==> src/rtl/rr_lock_arbiter.sv <==
// rr_lock_arbiter: four-requester round-robin arbiter with grant locking.
// A granted requester keeps the resource until it drops req or pulses done.
// Every release is followed by one idle turnaround cycle before the next grant.
// Optional hold limit: define ARB_TIMEOUT_EN to end a tenure after MAX_HOLD cycles.
// When the limit ends a tenure, timeout pulses for one cycle.
module rr_lock_arbiter #(
    parameter int unsigned N_REQ    = 4,
    parameter int unsigned MAX_HOLD = 16,
    parameter int unsigned HOLD_W   = 8
) (
    input  logic             clk,
    input  logic             rst_n,
    input  logic [N_REQ-1:0] req,
    input  logic [N_REQ-1:0] done,
    output logic [N_REQ-1:0] gnt,
    output logic             gnt_vld,
    output logic [1:0]       gnt_id,
    output logic             timeout
);

    typedef enum logic [1:0] {
        IDLE  = 2'd0,
        GRANT = 2'd1,
        GAP   = 2'd2
    } state_e;

`ifdef ARB_TIMEOUT_EN
    localparam bit TIMEOUT_EN = 1'b1;
`else
    localparam bit TIMEOUT_EN = 1'b0;
`endif

    localparam logic [HOLD_W-1:0] HOLD_LAST = HOLD_W'(MAX_HOLD - 1);

    state_e             state_q, state_d;
    logic [N_REQ-1:0]   gnt_q, gnt_d;
    logic               gnt_vld_q, gnt_vld_d;
    logic [1:0]         gnt_id_q, gnt_id_d;
    logic [1:0]         last_id_q, last_id_d;
    logic [HOLD_W-1:0]  hold_cnt_q, hold_cnt_d;
    logic               timeout_q, timeout_d;

    logic               sel_vld;
    logic [1:0]         sel_id;
    logic               owner_req;
    logic               owner_done;
    logic               hold_hit;

    // Rotating-priority search: start just above last_id, so last_id ranks lowest.
    always_comb begin
        sel_vld = 1'b0;
        sel_id  = last_id_q;
        // Walk from the lowest-priority slot towards the highest; the last hit wins.
        for (int k = 4; k >= 1; k--) begin
            if (req[last_id_q + 2'(k)]) begin
                sel_vld = 1'b1;
                sel_id  = last_id_q + 2'(k);
            end
        end
    end

    assign owner_req  = req[gnt_id_q];
    assign owner_done = done[gnt_id_q];
    assign hold_hit   = TIMEOUT_EN && (hold_cnt_q == HOLD_LAST);

    // Next-state and next-output logic for the IDLE / GRANT / GAP controller.
    always_comb begin
        // NOTE: every variable gets a default first so no path leaves it unassigned (no latch).
        state_d    = state_q;
        gnt_d      = gnt_q;
        gnt_vld_d  = gnt_vld_q;
        gnt_id_d   = gnt_id_q;
        last_id_d  = last_id_q;
        hold_cnt_d = hold_cnt_q;
        timeout_d  = 1'b0;

        case (state_q)
            IDLE, GAP: begin
                if (sel_vld) begin
                    state_d    = GRANT;
                    gnt_d      = N_REQ'(1) << sel_id;
                    gnt_vld_d  = 1'b1;
                    gnt_id_d   = sel_id;
                    hold_cnt_d = '0;
                end else begin
                    state_d = IDLE;
                end
            end
            GRANT: begin
                if (!owner_req || owner_done || hold_hit) begin
                    state_d   = GAP;
                    gnt_d     = '0;
                    gnt_vld_d = 1'b0;
                    last_id_d = gnt_id_q;
                    // A tenure ended by req drop or done is not a timeout.
                    timeout_d = hold_hit && owner_req && !owner_done;
                end else if (hold_cnt_q != HOLD_LAST) begin
                    hold_cnt_d = hold_cnt_q + 1'b1;
                end
            end
            default: begin
                state_d   = IDLE;
                gnt_d     = '0;
                gnt_vld_d = 1'b0;
            end
        endcase
    end

    // State and output registers; reset drops the grant asynchronously.
    always_ff @(posedge clk or negedge rst_n) begin
        if (!rst_n) begin
            state_q    <= IDLE;
            gnt_q      <= '0;
            gnt_vld_q  <= 1'b0;
            gnt_id_q   <= 2'd3;
            last_id_q  <= 2'd3;
            hold_cnt_q <= '0;
            timeout_q  <= 1'b0;
        end else begin
            // NOTE: non-blocking assignments so every register samples pre-edge values.
            state_q    <= state_d;
            gnt_q      <= gnt_d;
            gnt_vld_q  <= gnt_vld_d;
            gnt_id_q   <= gnt_id_d;
            last_id_q  <= last_id_d;
            hold_cnt_q <= hold_cnt_d;
            timeout_q  <= timeout_d;
        end
    end

    assign gnt     = gnt_q;
    assign gnt_vld = gnt_vld_q;
    assign gnt_id  = gnt_id_q;
    assign timeout = timeout_q;

endmodule

==> config.mk <==
export PLATFORM = sky130hd
export DESIGN_NAME = rr_lock_arbiter
export DESIGN_NICKNAME = d
export VERILOG_FILES = /design/src/rtl/rr_lock_arbiter.sv
export SDC_FILE = /design/constraint.sdc
export NUM_CORES = 1
export LEC_CHECK = 0
export CAP_MARGIN = 20
export CORE_UTILIZATION = 43
export DETAILED_ROUTE_END_ITERATION = 8
export PLACE_DENSITY = 0.83
export SLEW_MARGIN = 20
export SYNTH_ARGS = -nofsm -noshare
export SYNTH_HDL_FRONTEND = slang
export SYNTH_SLANG_ARGS = --single-unit
==> constraint.sdc <==
create_clock -name clk -period 2.25 [get_ports clk]
set_clock_uncertainty 0.05 [all_clocks]
set_input_delay 0.5625 -clock clk [delete_from_list [all_inputs] [get_ports clk]]
set_output_delay 0.5625 -clock clk [all_outputs]
set_load 0.01 [all_outputs]
Yosys cells after proc, flatten, opt, wreduce, memory -nomap -nowiden
Index checks and enable logic that the tools add are counted.
{"block": "op_classes", "add_sub_neg": 3, "n_mul": 0, "div_mod_pow": 0, "n_lt_le_gt_ge": 5, "eq_ne": 4, "n_shift": 1, "n_mux": 28, "n_bitwise": 0, "n_reduce_logical": 7}
{"op": "2-bit by 3-bit less-than comparator with 1-bit output, second input constant", "count": 5}
{"op": "1-bit 2-to-1 mux", "count": 13}
{"op": "1-bit binary-select mux with 2-bit select", "count": 6}
{"op": "2-bit 2-to-1 mux", "count": 4}
{"op": "4-bit 2-to-1 mux", "count": 2}
{"op": "4-bit case mux with 2 select lines", "count": 1}
{"op": "2-bit AND reduction", "count": 3}
{"op": "2-bit adder, second input constant", "count": 2}
{"op": "2-bit inequality test, second input constant", "count": 2}
{"op": "2-bit case mux with 2 select lines", "count": 1}
{"op": "1-bit by 2-bit << shifter with 4-bit output, first input constant", "count": 1}
{"op": "2-bit by 1-bit adder with 2-bit output, second input constant", "count": 1}
{"op": "2-bit by 1-bit == test with 1-bit output, second input constant", "count": 1}
{"op": "2-bit == test, second input constant", "count": 1}
{"op": "2-bit logical NOT", "count": 1}
{"op": "1-bit case mux with 2 select lines", "count": 1}
{"op": "2-bit OR reduction", "count": 1}
{"op": "1-bit logical NOT", "count": 1}
{"op": "1-bit logical OR", "count": 1}
{"block": "word_totals", "register_bits": 11, "latchBits": 0, "ram_bits": 0, "rom_bits": 0, "inputBits": 10, "out_inout_bits": 8, "wordCells": 53, "mem_count": 0}

Logic depth before layout (Yosys ltp)
{"block": "logic_depth", "ltp_word": 9, "ltp_mapped": 4, "ltp_nobuf": 4}

Worst setup path after synthesis
No wires, ideal clock.
{"block": "synth_timing", "path_kind": "in2reg", "from": "input port req[3]", "to": "register gnt_q[1], in the netlist gnt[1]", "setup_ns": 0.121, "arrival_time_ns": 1.498, "required_time_ns": 2.079, "setup_slack_ns": 0.581, "cell_stages": 4, "path_buffers": 0, "cell_sequence": "and4b_1 > o41ai_4 > o21ai_2 > a22o_1"}
{"block": "synth_via", "elab_chain_cells": 8, "word_cells_on_any_way": 25, "cone_classes": "eq/ne: 2; shift: 1; mux: 19; reduce/logical: 3"}
{"element": "from (decl)", "line": "13", "text": "input logic [N_REQ-1:0] req,"}
{"element": "1-bit binary-select mux with 2-bit select", "line": "55", "text": "if (req[last_id_q + 2'(k)]) begin"}
{"element": "1-bit 2-to-1 mux (not written as such)", "line": "55"}
{"element": "2-bit 2-to-1 mux / 1-bit 2-to-1 mux (equally long branches) (3 in a row)", "line": "55"}
{"element": "1-bit by 2-bit << shifter with 4-bit output / 1-bit 2-to-1 mux (equally long branches)", "line": "81, 55"}
{"element": "4-bit 2-to-1 mux / 2-bit inequality test (equally long branches)"}
{"element": "4-bit case mux with 2 select lines / 2-bit AND reduction (equally long branches)"}
{"element": "to (signal assigned)", "line": "122", "text": "gnt_q <= gnt_d;"}
{"element": "to (decl)", "line": "36", "text": "logic [N_REQ-1:0] gnt_q, gnt_d;"}
Several ways; a longest one is shown, not always the timed one. The select of a mux whose other input is x is not followed.
A chain may end at the register's enable or synchronous reset.

Worst setup path after layout
{"block": "layout_timing", "from": "register gnt_id_q[1], in the netlist gnt_id[1]", "to": "output port gnt_id[1]"}
{"element": "from (decl)", "line": "38", "text": "logic [1:0] gnt_id_q, gnt_id_d;"}
{"element": "from (signal assigned)", "line": "124", "text": "gnt_id_q <= gnt_id_d;"}
{"element": "to (decl)", "line": "17", "text": "output logic [1:0] gnt_id,"}
No word-level cell between the ends.

==> metrics.csv <==
stage,metric,value,unit
detailed_routing,dr_total_vias,476,
worst_setup_path,ff2ff_path_depth,4,
yosys,synthDominantCellAreaShare,30.0,%
yosys,netlist.top_cell.by_area,dfrtp_1,
worst_setup_path,worst-path-stages,1,
worst_setup_path,crit_path_end,gnt_id[1],
yosys,yosysUniqueCellTypes,31,
yosys,synthArstFlopShare,100,%
clock_network,cts_bufs_inserted,3,
cells_and_area,postLayoutCellArea,812,um2
yosys,yosysSeqAreaShare,48.0,%
yosys,most_repeated_cell_in_the_gate_level_netlist_after_synthesis,dfrtp_1,
yosys,synthesis.instances,49,
yosys,syn-mean-instance-area,11.9,um2
worst_setup_path,timing.critical_path.to_type,output port,
sta,setup_repair_after_global_routing_missed_its_margin,no,
floorplanning,placeableCoreArea,1190,um2
floorplanning,i_o_pin_total,18,
worst_setup_path,critical_path_peak_fanout,7,
power_and_ir_drop,power.ir.vdd_worst,0.822,mV
cells_and_area,layout.filler_cells,104,
cells_and_area,fraction_of_final_layout_cells_sized_beyond_drive_strength_1,23.6,%
detailed_routing,postRouteAntennaNets,0,
detailed_routing,drt-vias-per-instance,5.53,
sta,hold_slack,0.435,ns
floorplanning,die-height,38.9,um
cells_and_area,fin_nets,83,
floorplanning,die_width,38.9,um
clock_network,post-cts-setup-buffers,0,
worst_setup_path,critical_path.top_delay_family,flip-flops,
global_route,grt_use_total,22.2,%
power_and_ir_drop,cellPowerDensity,1270,nW/um2
clock_network,clkSlewWorstSetupHoldPaths,0.07,ns
global_route,overflow,0,
floorplanning,initial_cell_density_of_the_core,49.3,%
clock_network,ctsLongestPathBuffers,2,
global_route,largest_net_degree_at_the_start_of_global_routing,12,
detailed_routing,totalWireLength,1.29,mm
yosys,synthTopCellsByCount,"dfrtp_1 (7), dfstp_2 (4), inv_1 (3)",
yosys,ys_seq_elements,11,
sta,hold_viol,0,
sta,layout_min_cycle_time,2.04,ns
global_route,first_global_vias,511,
yosys,synth-edff-count,0,
worst_setup_path,timing_worst_setup_path_type,reg -> out,
sta,finalSetupViolCount,0,
yosys,mappedNetlistNets,59,
place,hpwl,1.02,mm
detailed_routing,avgRoutedWirePerCell,15.0,um
clock_network,ctsHoldBuffers,0,
yosys,yosysWarningCount,0,
cells_and_area,syn_to_final_growth,39.0,%
yosys,synth_ff_type,dfrtp_1,
worst_setup_path,critPathRequiredTime,1.64,ns
place,portBuffers,16,
clock_network,cts-htree-levels,1,
worst_setup_path,crit_path_max_incr_delay,0.60,ns
cells_and_area,num_antenna_cells,0,
sta,timing_max_transition_violations_final,0,
worst_setup_path,timing.critical_path.from_type,register,
power_and_ir_drop,static-leakage-power,0.353,nW
clock_network,worst_skew_pair.late_latency,0.26,ns
yosys,mapped_cell_area,584,um2
worst_setup_path,worstPathBufferInverterCount,1,
floorplanning,rows,12,
run,max_cap_violations,0,
worst_setup_path,critical-path-slowest-cell,dfstp_2,
global_route,grt_antenna_before_repair,0,
place,place.gp.congestion,0.763,
clock_network,cts_tree,yes,
detailed_routing,drt_initial_violations,2,
clock_network,cts-root-buf,clkbuf_4,
global_route,grt_first_pass_wirelength,2.17,mm
sta,max_clock_freq,491,MHz
detailed_routing,drt_first_pass_iters,4,
worst_setup_path,worstReg2RegEnd,gnt[1]$_DFFE_PN0P_,
worst_setup_path,worst-endpoint-arrival,1.42,ns
worst_setup_path,rrSetupSlack,0.51,ns
floorplanning,die_footprint,1510,um2
worst_setup_path,worst_setup_path_startpoint,gnt_id[1]$_DFFE_PN1P_,
worst_setup_path,critical_path.cell_chain,clkdlybuf4s50_1,
clock_network,cts.sinks,11,
clock_network,cts_resized,0,
sta,final.period_utilization,90.4,%
worst_setup_path,startpoint_of_the_worst_slack_reg_to_reg_timing_path,gnt_id[1]$_DFFE_PN1P_,
sta,final.setup.tns,0,ns
place,cell_area_after_placement,785,um2
outcome,run_status,finished clean,
yosys,yosys-top-cells-area,"dfrtp_1 (30%), dfstp_2 (18%), o41ai_4 (4.7%), mux2_1 (3.9%), a22o_1 (3.0%)",
hold_path,min_delay_path_class,reg -> reg,
detailed_routing,drc,0,
-- area by class of cell --
type                       instances  area, um2  area share [%]
sequential                        11        280            34.5
clock inverter                     1       5.00           0.616
tap                               14       17.5            2.16
timing repair buffer              20        190            23.4
clock buffer                       3       22.5            2.77
multi-input combinational         34        285            35.1
inverter                           3       11.3            1.39
-- layout by cell type (no fill, tap or decap), drive strengths merged, types with 2 or more instances in the layout --
cell and count:
a21o 2, a21oi 2, a22o 2, and4bb 2, buf 4, clkbuf 3
clkdlybuf4s50 16, dfrtp 7, dfstp 4, inv 3, mux2 3, nand2 2
nor4 2, o21ai 2, o2bb2ai 2
-- worst min-delay path by stage --
stage	slack, ns	endpoint	cells after the start	startpoint
2_1_floorplan	0.22	gnt[0]$_DFFE_PN0P_	0	rst_n
5_1_grt	0.47	gnt_vld$_DFFE_PN0P_	1	gnt_vld$_DFFE_PN0P_
3_5_place_dp	0.42	gnt_vld$_DFFE_PN0P_	1	gnt_vld$_DFFE_PN0P_
6_report	0.44	gnt_vld$_DFFE_PN0P_	1	gnt_vld$_DFFE_PN0P_
4_1_cts	0.44	gnt_vld$_DFFE_PN0P_	1	gnt_vld$_DFFE_PN0P_
3_3_place_gp	0.42	gnt_vld$_DFFE_PN0P_	1	gnt_vld$_DFFE_PN0P_
-- per-stage QoR --
stage	setup WS, ns	utilization, %	total power (W)	std cells
after detailed placement	0.000604	66.1	0.000908	82
after floorplan	0.581	-	0.000681	49
after CTS	0.213	68.5	0.00104	86
after global placement	0.0500	66.1	0.000888	82
final	0.215	68.5	0.00103	86
after global routing	0.170	68.5	0.00111	86
-- where the power goes --
part	internal [W]	total [W]	leakage (nW)	switching, W
registers	0.000324	0.000421	0.132	0.0000978
clock network	0.0000657	0.000130	0.0177	0.0000647
logic	0.000272	0.000479	0.204	0.000207
-- per-layer routing --
layer | vias to the layer above | track usage (%) | share of wire [%] | routed length (um)
met1 | 220 | 27.0 | 47 | 603
met2 | 16 | 37.9 | 47 | 602
met4 | 0 | 12.9 | 2.0 | 26
li1 | 236 | - | - | -
met5 | - | 0 | 0 | 0
met3 | 4 | 1.73 | 4.7 | 61
-- worst register-to-register path, stage by stage, from the launching register on --
cell and delay, ns:
dfstp_2 0.60, and4bb_1 0.24, o41ai_4 0.34, o21ai_2 0.15, a22o_1 0.25
-- kinds of logic after synthesis --
family | synth area share, %
mux | 7.49
flops | 48.0
buf+inv | 3.21
simple gates | 18.2
compound gates | 22.5
other cells | 0.642
-- registers in the layout (all words and copies together) (netlist names) --
signal and cells:
state_q 2, gnt_id 2, gnt 4, last_id_q 2, gnt_vld 1
Power figures use the tool's default switching activity.
